==> config.mk <==
export PLATFORM = sky130hd
export DESIGN_NAME = width_16to8_flat
export DESIGN_NICKNAME = d
export VERILOG_FILES = /design/src/rtl/width_16to8_if.sv /design/src/rtl/width_16to8.sv /design/src/flat_wrapper.sv
export SDC_FILE = /design/constraint.sdc
export NUM_CORES = 1
export LEC_CHECK = 0
export CAP_MARGIN = 30
export CORE_ASPECT_RATIO = 2
export CORE_MARGIN = 1
export CORE_UTILIZATION = 30
export DETAILED_ROUTE_END_ITERATION = 10
export PLACE_DENSITY = 0.71
export SLEW_MARGIN = 25
export SYNTH_ARGS = -nofsm -noshare
export SYNTH_HDL_FRONTEND = slang
export SYNTH_SLANG_ARGS = --single-unit
export TNS_END_PERCENT = 100
==> constraint.sdc <==
create_clock -name clk -period 1.25 [get_ports clk]
set_input_delay 0.1875 -clock clk [delete_from_list [all_inputs] [get_ports clk]]
set_output_delay 0.1875 -clock clk [all_outputs]
set_load 0.01 [all_outputs]
==> src/rtl/width_16to8_if.sv <==
// Handshake bundle for the 16-to-8 width converter: 16-bit word stream in, 8-bit byte stream out.
interface width_16to8_if;
    logic        valid_in;
    logic        ready_in;
    logic [15:0] data_in;
    logic        valid_out;
    logic        ready_out;
    logic [7:0]  data_out;

    // The converter itself sits on the slave side; the environment driving it uses master.
    modport slave (
        input  valid_in,
        input  data_in,
        input  ready_out,
        output ready_in,
        output valid_out,
        output data_out
    );

    modport master (
        output valid_in,
        output data_in,
        output ready_out,
        input  ready_in,
        input  valid_out,
        input  data_out
    );
endinterface

==> src/rtl/width_16to8.sv <==
// Serialises each accepted 16-bit word into two bytes with valid/ready flow control on both sides.
// Byte order is set by MSB_FIRST; sustains one byte per clock when downstream is always ready.
module width_16to8 #(
    parameter bit MSB_FIRST = 1'b1
) (
    input  logic           clk,
    input  logic           rst,
    width_16to8_if.slave   bus
);

    typedef enum logic [1:0] {
        EMPTY  = 2'd0,
        FIRST  = 2'd1,
        SECOND = 2'd2
    } state_e;

    state_e      state_q;
    logic [15:0] word_q;
    logic        valid_q;
    logic [7:0]  data_q;

    function automatic logic [7:0] first_byte(input logic [15:0] w);
        return MSB_FIRST ? w[15:8] : w[7:0];
    endfunction

    function automatic logic [7:0] second_byte(input logic [15:0] w);
        return MSB_FIRST ? w[7:0] : w[15:8];
    endfunction

    // Upstream may hand over a new word in the same cycle the last byte of the old one leaves.
    assign bus.ready_in  = (state_q == EMPTY) || ((state_q == SECOND) && bus.ready_out);
    assign bus.valid_out = valid_q;
    assign bus.data_out  = data_q;

    // NOTE: every register here uses <= so all updates see the pre-edge values of state_q/word_q;
    // reset is synchronous and clears the holding register too, so no stale byte can resurface.
    always_ff @(posedge clk) begin
        if (rst) begin
            state_q <= EMPTY;
            word_q  <= 16'h0000;
            valid_q <= 1'b0;
            data_q  <= 8'h00;
        end else begin
            case (state_q)
                EMPTY: begin
                    if (bus.valid_in) begin
                        word_q  <= bus.data_in;
                        state_q <= FIRST;
                        valid_q <= 1'b1;
                        data_q  <= first_byte(bus.data_in);
                    end
                end
                FIRST: begin
                    if (bus.ready_out) begin
                        state_q <= SECOND;
                        data_q  <= second_byte(word_q);
                    end
                end
                SECOND: begin
                    if (bus.ready_out) begin
                        if (bus.valid_in) begin
                            word_q  <= bus.data_in;
                            state_q <= FIRST;
                            data_q  <= first_byte(bus.data_in);
                        end else begin
                            state_q <= EMPTY;
                            valid_q <= 1'b0;
                            data_q  <= 8'h00;
                        end
                    end
                end
                default: begin
                    state_q <= EMPTY;
                    valid_q <= 1'b0;
                    data_q  <= 8'h00;
                end
            endcase
        end
    end

endmodule

==> src/flat_wrapper.sv <==
// flat-port wrapper written by rule: the top's interface ports become plain ports
module width_16to8_flat 
#(
    parameter bit MSB_FIRST = 1'b1
)
  (clk, rst, bus_valid_in, bus_data_in, bus_ready_out, bus_ready_in, bus_valid_out, bus_data_out);
  width_16to8_if bus_i ();
  input  logic clk;
  input  logic rst;
  input wire logic [$bits(bus_i.valid_in)-1:0] bus_valid_in;
  input wire logic [$bits(bus_i.data_in)-1:0] bus_data_in;
  input wire logic [$bits(bus_i.ready_out)-1:0] bus_ready_out;
  output wire logic [$bits(bus_i.ready_in)-1:0] bus_ready_in;
  output wire logic [$bits(bus_i.valid_out)-1:0] bus_valid_out;
  output wire logic [$bits(bus_i.data_out)-1:0] bus_data_out;
  assign bus_i.valid_in = bus_valid_in;
  assign bus_i.data_in = bus_data_in;
  assign bus_i.ready_out = bus_ready_out;
  assign bus_ready_in = bus_i.ready_in;
  assign bus_valid_out = bus_i.valid_out;
  assign bus_data_out = bus_i.data_out;
  width_16to8 #(.MSB_FIRST(MSB_FIRST)) u_core (.clk(clk), .rst(rst), .bus(bus_i));
endmodule
==> run summary <==
Die Span Y: 78.09 um
Cell variety after synth: 21
Peak supply drop: 936.9 uV
Adder and majority gate portion of the synthesized area: 0
DR pass1 iterations: 4
Sequential cell area: 382.9 um^2
Die Wd: 40.04 um
R2R depth: 4
Core area: 2736 um^2
Vias in the first global route: 889
Startpoint Class: flip-flop
Fraction of synthesized area in multiplexers: 0.09222
# setup viols final: 0
Seq/Total Area, Yosys: 0.4380
CP Capture Type: flip-flop
Place WS: -423.0 ps
Worst-path clk slew: 80 ps
Layout cells sized above 1: 0.2180
Hold Path Class: in -> reg
CTS buffer count: 3
Via count: 829
Data required, critical path: 1460 ps
Clock Skew: 0.7489 ps
Outcome: finished clean
Flop2flop setup slack: 50 ps
Footprint of the multi-input gates: 475.5 um^2
Skew-Pair Late Insertion Delay: 260 ps
Area Overhead vs Synth: 53.31%
CTS H-tree lvls: 1
Commonest non-fill, non-tap cell in the layout: dfxtp_1
Max Fclk: 0.8363 GHz
DRT antenna net count: 0
Crit Path Max Fanout: 8
Cts hold-fix bufs: 0
Clock sink count: 19
R2r startpoint: u_core.state_q[1]
Bufs on Longest Clock Path: 2
DIE AREA: 3127 um^2
Crit path kind: reg -> reg
Final Critical Period: 1196 ps
Final GP Congestion: 0.7476
Final wirelength: 2290 um
Final WS setup: 54.24 ps
Row cnt: 27
Final hold violation count: 0
Max-cap viol count: 0
Syn avg cell area: 9.438 um^2
Min-delay src: bus_valid_in
Post-Synth Simple-Gate Area: 0.1873
Filler Cells Inserted: 264
Vias per cell: 5.117
RR Endpoint: u_core.bus.data_out[7]
Fin. max-slew vios: 0
Crit path arrival time: 1400 ps
Pleak: 0.0005681 uW
Final core utilization: 0.4865
DP Wirelength: 1680 um
Compound-gate portion of the synthesized area: 0.2406
CTS root buf: clkbuf_8
Hold path cells: 4
Routed wire length per instance: 14.14 um
Hold_ws: 406.4 ps
CTS tree: yes
Antenna violations before repair: 0
Setup TNS: 0 ps
Initial Util: 0.3173
Port Buffers: 29
Drt initial violations: 15
Synthesis-stage register bit count: 19
Top Ports: 30
First-pass GRT wire length: 3829 um
Layout Nets: 154
Rel. slew slack: 0.7720
Total global-route track usage: 0.1711
Unrepaired setup endpoints after global routing: false
Synth Warn #: 0
Largest family of logic cells by synthesized area: compound AO/OA/AOI/OAI gates
Largest net degree at the start of global routing: 12
Gr ovfl total: 0
PwrDens: 1073 nW/um^2
DR DRC count: 0
Syn Inst Count: 92
Mapped Area: 868.3 um^2
Period utilisation layout: 0.9566
Worst Tran Pin Value: 333.3 ps
Leading cell types in the layout, fill and taps excluded: 17 x dfxtp_1, 16 x clkdlybuf4s50_1, 14 x buf_4
Post-Syn Nets: 112
Post-synthesis xor/xnor area fraction: 0
Ant diodes: 0
Hold Path End: u_core.state_q[0]
[area by class of cell]
cell class	count	share of cell area
Clock buffer	3	0.03101
Tap cell	29	0.02726
Sequential cell	19	0.2876
Clock inverter	1	0.003759
Timing Repair Buffer	44	0.2932
Multi-Input combinational cell	66	0.3571
[flip-flops by register name, indices dropped and copies added (netlist names)]
name                  flops
u_core.bus.valid_out      1
u_core.word_q             8
u_core.bus.data_out       8
u_core.state_q            2
[Yosys cell counts]
master | count | area [um^2]
a2111oi_0 | 1 | 8.760
a211oi_4 | 1 | 20.02
a21oi_1 | 9 | 45.04
a221o_1 | 8 | 80.08
buf_2 | 5 | 25.02
buf_4 | 1 | 7.510
clkbuf_1 | 1 | 3.750
dfxtp_1 | 19 | 380.4
mux2i_1 | 8 | 80.08
nand2b_1 | 2 | 12.51
nand2b_4 | 1 | 13.76
nand3_1 | 8 | 40.04
nand3b_1 | 2 | 15.01
nor2_1 | 11 | 41.29
nor2b_1 | 2 | 12.51
nor3_2 | 1 | 10.01
o21a_1 | 1 | 7.510
o21ai_0 | 8 | 40.04
o21bai_1 | 1 | 7.510
or2_4 | 1 | 8.760
or3b_1 | 1 | 8.760
[stage by stage]
step	instance area (um^2)	cells	power (uW)
after floorplan	868.3	92	831.2
after global placement	1264	157	998.7
after detailed placement	1264	157	1006
after CTS	1315	161	1427
after global routing	1331	162	1495
final	1331	162	1428
[metal layers]
layer  global-route usage  routed length [um]  vias up
met1               0.1727                 819      385
met4              0.07241                  38        0
met5                    0                   0        -
li1                     -                   -      419
met3              0.01695                  71        4
met2               0.3161                1360       21
[worst max path at each step]
| stage | startpoint | end | slack [ps] |
|---|---|---|---|
| after CTS | u_core.state_q[1] | bus_ready_in | 6 |
| after global routing | u_core.state_q[1] | u_core.bus.data_out[7] | 6 |
| after global placement | bus_ready_out | bus_ready_in | -380 |
| after floorplan | u_core.state_q[0] | u_core.bus.data_out[0] | 80 |
| after detailed placement | bus_ready_out | bus_ready_in | -420 |
| final | u_core.state_q[1] | u_core.bus.data_out[7] | 50 |
[power by group]
| group | internal [uW] | switching [uW] | leakage [uW] |
|---|---|---|---|
| Sequential | 650 | 30.6 | 0.000157 |
| Clock | 222 | 222 | 0.0000255 |
| Combinational | 175 | 128 | 0.000386 |
[cell families after synthesis]
| logic type | after synthesis |
|---|---|
| compound gates | 29 |
| buf+inv | 7 |
| flops | 19 |
| mux | 8 |
| simple gates | 29 |
[what timing repair did]
action | in CTS | in global routing
buffers inserted | 0 | 2
gates resized for setup | 18 | 5
pin swaps | 0 | 1
setup endpoints to repair | 18 | 9
[worst max-delay path: stages (launching register included)]
cell	delay [ps]
dfxtp_2	330
buf_4	150
or3b_4	420
nor2_1	120
a221o_1	120
No activity file was read; power rests on OpenSTA's default activity.
